**src/rtl/pc_sequencer_if.sv**
```systemverilog
// Signal bundle between the next-PC sequencer and its neighbours
// (hazard unit, EX branch resolution, CSR unit, PC register).
interface pc_sequencer_if;
    localparam int unsigned XLEN = 32;

    logic            stall;
    logic [XLEN-1:0] pc;
    logic            br_taken;
    logic [XLEN-1:0] br_target;
    logic            mret_req;
    logic [XLEN-1:0] mepc;
    logic            trap_req;
    logic [XLEN-1:0] mtvec;
    logic            csr_ack;
    logic [XLEN-1:0] next_pc;
    logic            pc_write;
    logic            flush;
    logic            trap_start;
    logic            busy;

    modport master (
        input  stall, pc, br_taken, br_target, mret_req, mepc,
               trap_req, mtvec, csr_ack,
        output next_pc, pc_write, flush, trap_start, busy
    );

    modport slave (
        output stall, pc, br_taken, br_target, mret_req, mepc,
               trap_req, mtvec, csr_ack,
        input  next_pc, pc_write, flush, trap_start, busy
    );
endinterface

```
**src/rtl/pc_sequencer.sv**
```systemverilog
// Next-PC controller: selects sequential/branch/mret/trap-vector PC, owns
// front-end flushes and the two-phase trap-entry handshake with the CSR unit.
module pc_sequencer #(
    parameter logic [31:0] RESET_VEC = 32'h0000_0000
) (
    input  logic                 clk,
    input  logic                 reset,
    pc_sequencer_if.master       bus
);
    localparam int unsigned XLEN = 32;
    localparam logic [XLEN-1:0] ALIGN_MASK = 32'hFFFF_FFFC;

    typedef enum logic [1:0] {
        RUN       = 2'd0,
        HOLD      = 2'd1,
        TRAP_WAIT = 2'd2
    } state_t;

    state_t          state_q, state_d;
    logic [XLEN-1:0] pend_q, pend_d;
    logic [XLEN-1:0] seq_pc;
    logic [XLEN-1:0] redir_tgt;

    assign seq_pc    = bus.pc + XLEN'(4);
    // mret outranks a same-cycle branch
    assign redir_tgt = (bus.mret_req ? bus.mepc : bus.br_target) & ALIGN_MASK;

    always_ff @(posedge clk) begin
        if (reset) begin
            state_q <= RUN;
            pend_q  <= '0;
        end else begin
            state_q <= state_d;
            pend_q  <= pend_d;
        end
    end

    always_comb begin
        state_d        = state_q;
        pend_d         = pend_q;
        bus.next_pc    = seq_pc;
        bus.pc_write   = 1'b0;
        bus.flush      = 1'b0;
        bus.trap_start = 1'b0;
        bus.busy       = (state_q != RUN);

        if (reset) begin
            bus.next_pc = RESET_VEC;
            bus.busy    = 1'b0;
            state_d     = RUN;
            pend_d      = '0;
        end else begin
            unique case (state_q)
                RUN, HOLD: begin
                    if (bus.trap_req) begin
                        // Trap wins regardless of stall; any pending redirect is dropped
                        bus.trap_start = 1'b1;
                        bus.flush      = 1'b1;
                        pend_d         = '0;
                        state_d        = TRAP_WAIT;
                    end else if (bus.mret_req || bus.br_taken) begin
                        bus.flush = 1'b1;
                        if (bus.stall) begin
                            pend_d  = redir_tgt;
                            state_d = HOLD;
                        end else begin
                            bus.next_pc  = redir_tgt;
                            bus.pc_write = 1'b1;
                            state_d      = RUN;
                        end
                    end else if (state_q == HOLD) begin
                        if (!bus.stall) begin
                            bus.next_pc  = pend_q;
                            bus.pc_write = 1'b1;
                            state_d      = RUN;
                        end
                    end else begin
                        bus.pc_write = ~bus.stall;
                    end
                end
                TRAP_WAIT: begin
                    bus.flush = 1'b1;
                    if (bus.csr_ack) begin
                        bus.next_pc  = bus.mtvec & ALIGN_MASK;
                        bus.pc_write = 1'b1;
                        state_d      = RUN;
                    end
                end
                default: begin
                    state_d = RUN;
                end
            endcase
        end
    end
endmodule

```
**src/flat_wrapper.sv**
```systemverilog
// flat-port wrapper written by rule: the top's interface ports become plain ports
module pc_sequencer_flat 
#(
    parameter logic [31:0] RESET_VEC = 32'h0000_0000
)
  (clk, reset, bus_stall, bus_pc, bus_br_taken, bus_br_target, bus_mret_req, bus_mepc, bus_trap_req, bus_mtvec, bus_csr_ack, bus_next_pc, bus_pc_write, bus_flush, bus_trap_start, bus_busy);
  pc_sequencer_if bus_i ();
  input  logic clk;
  input  logic reset;
  input wire logic [$bits(bus_i.stall)-1:0] bus_stall;
  input wire logic [$bits(bus_i.pc)-1:0] bus_pc;
  input wire logic [$bits(bus_i.br_taken)-1:0] bus_br_taken;
  input wire logic [$bits(bus_i.br_target)-1:0] bus_br_target;
  input wire logic [$bits(bus_i.mret_req)-1:0] bus_mret_req;
  input wire logic [$bits(bus_i.mepc)-1:0] bus_mepc;
  input wire logic [$bits(bus_i.trap_req)-1:0] bus_trap_req;
  input wire logic [$bits(bus_i.mtvec)-1:0] bus_mtvec;
  input wire logic [$bits(bus_i.csr_ack)-1:0] bus_csr_ack;
  output wire logic [$bits(bus_i.next_pc)-1:0] bus_next_pc;
  output wire logic [$bits(bus_i.pc_write)-1:0] bus_pc_write;
  output wire logic [$bits(bus_i.flush)-1:0] bus_flush;
  output wire logic [$bits(bus_i.trap_start)-1:0] bus_trap_start;
  output wire logic [$bits(bus_i.busy)-1:0] bus_busy;
  assign bus_i.stall = bus_stall;
  assign bus_i.pc = bus_pc;
  assign bus_i.br_taken = bus_br_taken;
  assign bus_i.br_target = bus_br_target;
  assign bus_i.mret_req = bus_mret_req;
  assign bus_i.mepc = bus_mepc;
  assign bus_i.trap_req = bus_trap_req;
  assign bus_i.mtvec = bus_mtvec;
  assign bus_i.csr_ack = bus_csr_ack;
  assign bus_next_pc = bus_i.next_pc;
  assign bus_pc_write = bus_i.pc_write;
  assign bus_flush = bus_i.flush;
  assign bus_trap_start = bus_i.trap_start;
  assign bus_busy = bus_i.busy;
  pc_sequencer #(.RESET_VEC(RESET_VEC)) u_core (.clk(clk), .reset(reset), .bus(bus_i));
endmodule
```
**config.mk**
```make
export PLATFORM = sky130hd
export DESIGN_NAME = pc_sequencer_flat
export DESIGN_NICKNAME = d
export VERILOG_FILES = /design/src/rtl/pc_sequencer_if.sv /design/src/rtl/pc_sequencer.sv /design/src/flat_wrapper.sv
export SDC_FILE = /design/constraint.sdc
export NUM_CORES = 1
export LEC_CHECK = 0
export BUFFER_PORTS_ARGS = -buffer_cell sky130_fd_sc_hd__buf_2
export CORE_ASPECT_RATIO = 0.6
export CORE_MARGIN = 2
export CORE_UTILIZATION = 48
export CTS_CLUSTER_DIAMETER = 150
export DETAILED_ROUTE_END_ITERATION = 7
export PLACE_DENSITY = 0.95
export SLEW_MARGIN = 0
export SYNTH_ARGS = -nofsm -noshare
export SYNTH_HDL_FRONTEND = slang
export SYNTH_SLANG_ARGS = --single-unit
```
**constraint.sdc**
```tcl
create_clock -name clk -period 3.5 [get_ports clk]
set_clock_uncertainty 0.1 [all_clocks]
set_input_delay 0.7 -clock clk [delete_from_list [all_inputs] [get_ports clk]]
set_output_delay 0.7 -clock clk [all_outputs]
set_load 0.05 [all_outputs]
```
; Word-level counts from Yosys, hierarchy flattened
; Cells that the tools add are included.
[op_classes]
addsub = 1
eq_ne = 5
mux = 34
n_bitwise = 1
n_reduce_logical = 8
[ops]
columns = op, count
row1 = 32-bit 2-to-1 mux, 11
row2 = 32-bit case mux with 2 select lines, 1
row3 = 32-bit by 3-bit adder with 32-bit output (second input constant), 1
row4 = 1-bit 2-to-1 mux, 14
row5 = 2-bit 2-to-1 mux, 5
row6 = 3-bit AND reduction, 2
row7 = 2-bit nonzero test, 3
row8 = 4-bit by 2-bit inequality test with 1-bit output (second input constant), 1
row9 = 4-bit by 3-bit inequality test with 1-bit output (second input constant), 1
row10 = 1-bit case mux with 2 select lines, 2
row11 = 2-bit case mux with 2 select lines, 1
row12 = 2-bit by 1-bit == test with 1-bit output (second input constant), 1
row13 = 2-bit == test (second input constant), 1
row14 = 2-bit logical NOT, 1
row15 = 2-bit inequality test (second input constant), 1
row16 = 2-bit OR reduction, 1
row17 = 1-bit logical OR, 1
row18 = 1-bit NOT, 1
[word_totals]
reg_bits = 34
input_bits = 135
out_inout_bits = 36
elab_cells = 51

; Logic depth before layout (Yosys ltp)
[logic_depth]
word_depth = 7
ltp_mapped = 8
mapped_depth_nobuf = 6

; Least setup slack after synthesis
; No wires, ideal clock.
[synth_path]
path_type = input -> output
from = input bus_trap_req
to = output bus_next_pc[15]
arrival_time_ps = 4030
required_time_ps = 2700
slack_ps = -1330
path_stages = 5
n_path_buf = 1
path_cell_list = or3_1 -> clkbuf_1 -> nor2_1 -> a22oi_1 -> a2111oi_0
[synth_via]
elab_chain_cells = 3
[synth_lines]
columns = item, line_no
row1 = start: declaration, flat_wrapper.sv:16  ; input wire logic [$bits(bus_i.trap_req)-1:0] bus_trap_req;
row2 = 32-bit 2-to-1 mux, pc_sequencer.sv:55  ; if (bus.trap_req) begin
row3 = 32-bit case mux with 2 select lines, pc_sequencer.sv:53  ; unique case (state_q)
row4 = 32-bit 2-to-1 mux, pc_sequencer.sv:47  ; if (reset) begin
row5 = end: declaration, flat_wrapper.sv:19  ; output wire logic [$bits(bus_i.next_pc)-1:0] bus_next_pc;
; No other way between the ends.

; Final worst setup path
[layout_path]
from = input bus_mret_req
to = output bus_next_pc[26]
[layout_via]
elab_chain_cells = 6
elab_cells_between_ends = 7
classes_between = mux: 6 / reduce/logical: 1
[layout_lines]
columns = item, line_no
row1 = start: declaration, flat_wrapper.sv:14  ; input wire logic [$bits(bus_i.mret_req)-1:0] bus_mret_req;
row2 = 32-bit 2-to-1 mux, pc_sequencer.sv:26  ; assign redir_tgt = (bus.mret_req ? bus.mepc : bus.br_target) & ALIGN_MASK;
row3 = 32-bit 2-to-1 mux, pc_sequencer.sv:63  ; if (bus.stall) begin
row4 = 32-bit 2-to-1 mux *, pc_sequencer.sv:61  ; end else if (bus.mret_req || bus.br_taken) begin
row5 = 32-bit 2-to-1 mux *, pc_sequencer.sv:55
row6 = 32-bit case mux with 2 select lines *, pc_sequencer.sv:53
row7 = 32-bit 2-to-1 mux *, pc_sequencer.sv:47
; Every way passes the cells marked *; elsewhere a longest branch is shown, timed or not.

==> impl_results.md <==
- Synth Flop Type: dfxtp_1
- Starting Density: between 40% and 50%
- Core region area: ~7200 µm²
- Clock Sinks: 32
- Setup crit start kind: primary input
- H-tree lvl count: 2
- Async S/R FF share, synth: 0%
- Global Route Usage Sum: 33.40%
- Worst setup EP type: output port
- Synth area leaders: dfxtp_1, nor2_1, a21oi_1, mux2i_1, xor2_1
- Final ANT Viol Nets: 0
- Critical Path RT: about 2700 ps
- Final cell count without fillers: between 700 and 800
- Share of cells above drive strength 1: between 30 and 40%
- Post-synth top area cell: dfxtp_1
- First-pass GRT wire length: roughly 21 mm
- TritonCTS Buffers: 5
- Die outline area: around 8000 µm²
- Pwr Total: approximately 1.5 mW
- Sequential fraction of the synthesis area: 18.23%
- Worst-Margin Slew: around 840 ps
- Setup_tns: 0 ps
- Clock Tree Buf Depth: 2
- Part of the cycle the worst path needs: between 90 and 100%
- I/O pin total: between 150 and 200
- Synth top area share: between 15 and 20%
- Yosys reg bits: 32
- Clk Latency, worst-skew pair: 280 ps
- Slowest stage cell, crit path: or4b_1
- Area grow syn2layout: 33.11%
- Largest net degree at the start of global routing: 34
- Post-synth EDFFs: 0
- First-pass iteration count of the detailed router: 8
- HPWL Detailed: approximately 11 mm
- Worst path max stage delay: between 500 and 600 ps
- Vias in the first global route: 4479
- Mapped Avg Cell Area: 6.720 µm²
- Critical Setup Path Class: in2out
- Initial antenna violation count: 0
- DRC viols: 0
- Synth Cell Area: 3515 µm²
- FP Rows: 24
- Nets: 808
- Vias per inst: between 6 and 7
- CP Cell Sequence: buf_2 > or4b_1 > buf_4 > or3_1 > a31oi_1 > o32ai_2 > buf_2
- Number of max-cap violations: 0
- Clock slew seen by the registers of the worst setup and hold paths: roughly 50 ps
- Final core utilization: between 60% and 70%
- Post-synth cell types: 54
- I/O Buffers: around 160
- Pins Over Slew Limit: 0
- Synth Warn #: 0
- Peak supply drop: 0.0001910 V
- Worst slew margin: 43.92%
- Gpl congestion: between 0.9 and 1
- Synthesized instance count: about 520
- Unrepaired setup endpoints after global routing: false
- Hold Crit Class: reg2reg
- DP Cell Count: approximately 760
- Tmin final: ~3400 ps
- DR iter-0 viols: between 500 and 600
- Diodes inserted: 0
- Remaining global-route overflow: 0
- Root Driver: clkbuf_16
- Vias post-DR: ~4800
- Status: complete, no violations
- PwrDens: between 300 and 400 nW/µm²
- Syn_nets: about 660
- Die height: 70.28 µm
- Arr. time, crit path: 2560 ps
- CTS tree: yes
- # setup viols final: 0
- Critical path's most frequent cell: buf_2
- Final WL: roughly 14 mm
- DIE WIDTH: 114.5 µm
- Final hold violation count: 0
- CP max FO: 4
- Final hold slack: about 390 ps
- Routed wire per std cell: about 18 µm
- Achievable clock frequency: approximately 300 MHz
- Lkg Pwr: 2.075 nW
==> routing by layer <==
layer	GRT usage (%)	part of all wire, %
met5	0	0
met4	12.20	2.8
met3	7.205	12
met2	52.60	44
met1	44.77	41
==> sequential cells by signal, indices dropped and copies added, names as in the netlist <==
signal / cells
u_core.pend_q: 30
u_core.state_q: 2
==> cell usage after synthesis (4+ instances only) <==
cell,number
and3_1,7
o32a_1,7
or2_2,4
o21ai_0,19
a222oi_1,10
o221ai_1,4
o22ai_1,15
nor2b_1,5
a21oi_1,66
clkbuf_1,34
nand2b_1,8
o32ai_1,5
a22oi_1,22
nand2_1,30
mux2i_1,26
dfxtp_1,32
inv_1,6
o211a_1,6
xor2_1,22
xnor2_1,5
nand4_1,12
nor3_1,8
nand3_1,16
buf_2,7
a31oi_1,4
nor2_1,104
==> cell type report <==
class                   count  area (µm²)
clock buffers               7       152.6
fillers                   661        2499
repair buffers            185       991.0
inverters                   7       26.28
flip-flops and latches     32       640.6
well taps                  91       113.9
clock inverters             1       30.03
multi-input cells         441        2724
==> through the flow <==
step,worst slack (ps),area [µm²]
finish,139.6,4678
global route,40.85,4678
CTS,180.9,4673
detailed placement,180.5,4491
global placement,190.1,4491
floorplan,-2.643,3563
==> layout by cell type (no fill, tap or decap), types with 19 or more instances in the layout <==
| cell | netlist | final |
|---|---|---|
| buf_4 | 0 | 20 |
| a21oi_1 | 66 | 66 |
| mux2i_1 | 26 | 26 |
| xor2_1 | 22 | 22 |
| o21ai_0 | 19 | 19 |
| dfxtp_1 | 32 | 32 |
| nand2_1 | 30 | 30 |
| a22oi_1 | 22 | 22 |
| buf_2 | 7 | 164 |
| nor2_1 | 104 | 104 |
==> logic make-up after synthesis <==
family / after synthesis / synth area share, %
xor+xnor: 27 / 6.728
compound gates: 177 / 33.54
fa+ha+maj: 1 / 0.3559
buf+inv: 50 / 5.802
flops: 32 / 18.23
mux: 28 / 8.046
simple gates: 208 / 27.31
==> final timing paths <==
path / end / cells after the start / slack [ps] / startpoint
worst min-delay path: u_core.pend_q[8] / 2 / 390 / u_core.pend_q[8]
worst max register to register: u_core.pend_q[25] / 7 / 1430 / u_core.state_q[1]
worst max-delay path: bus_next_pc[26] / 7 / 140 / bus_mret_req
worst min register to register: u_core.pend_q[8] / 2 / 390 / u_core.pend_q[8]
==> worst max-delay path: cells and delay by family <==
family	cells	cell delay, ps
compound gates	2	380
buf+inv	3	590
simple gates	2	880
==> power by group <==
| part | total [mW] | switching, mW | leakage, nW | internal (mW) |
|---|---|---|---|---|
| registers | 0.390 | 0.0122 | 0.260 | 0.378 |
| clock network | 0.530 | 0.156 | 0.0901 | 0.374 |
| logic | 0.595 | 0.391 | 1.73 | 0.205 |
==> what timing repair did <==
item,in CTS,in global routing
hold buffers,0,0
buffers inserted,0,0
endpoints found under the setup margin,0,5
resized for setup,0,1
endpoints found under the hold margin,0,0
No activity file was read; power rests on OpenSTA's default activity.
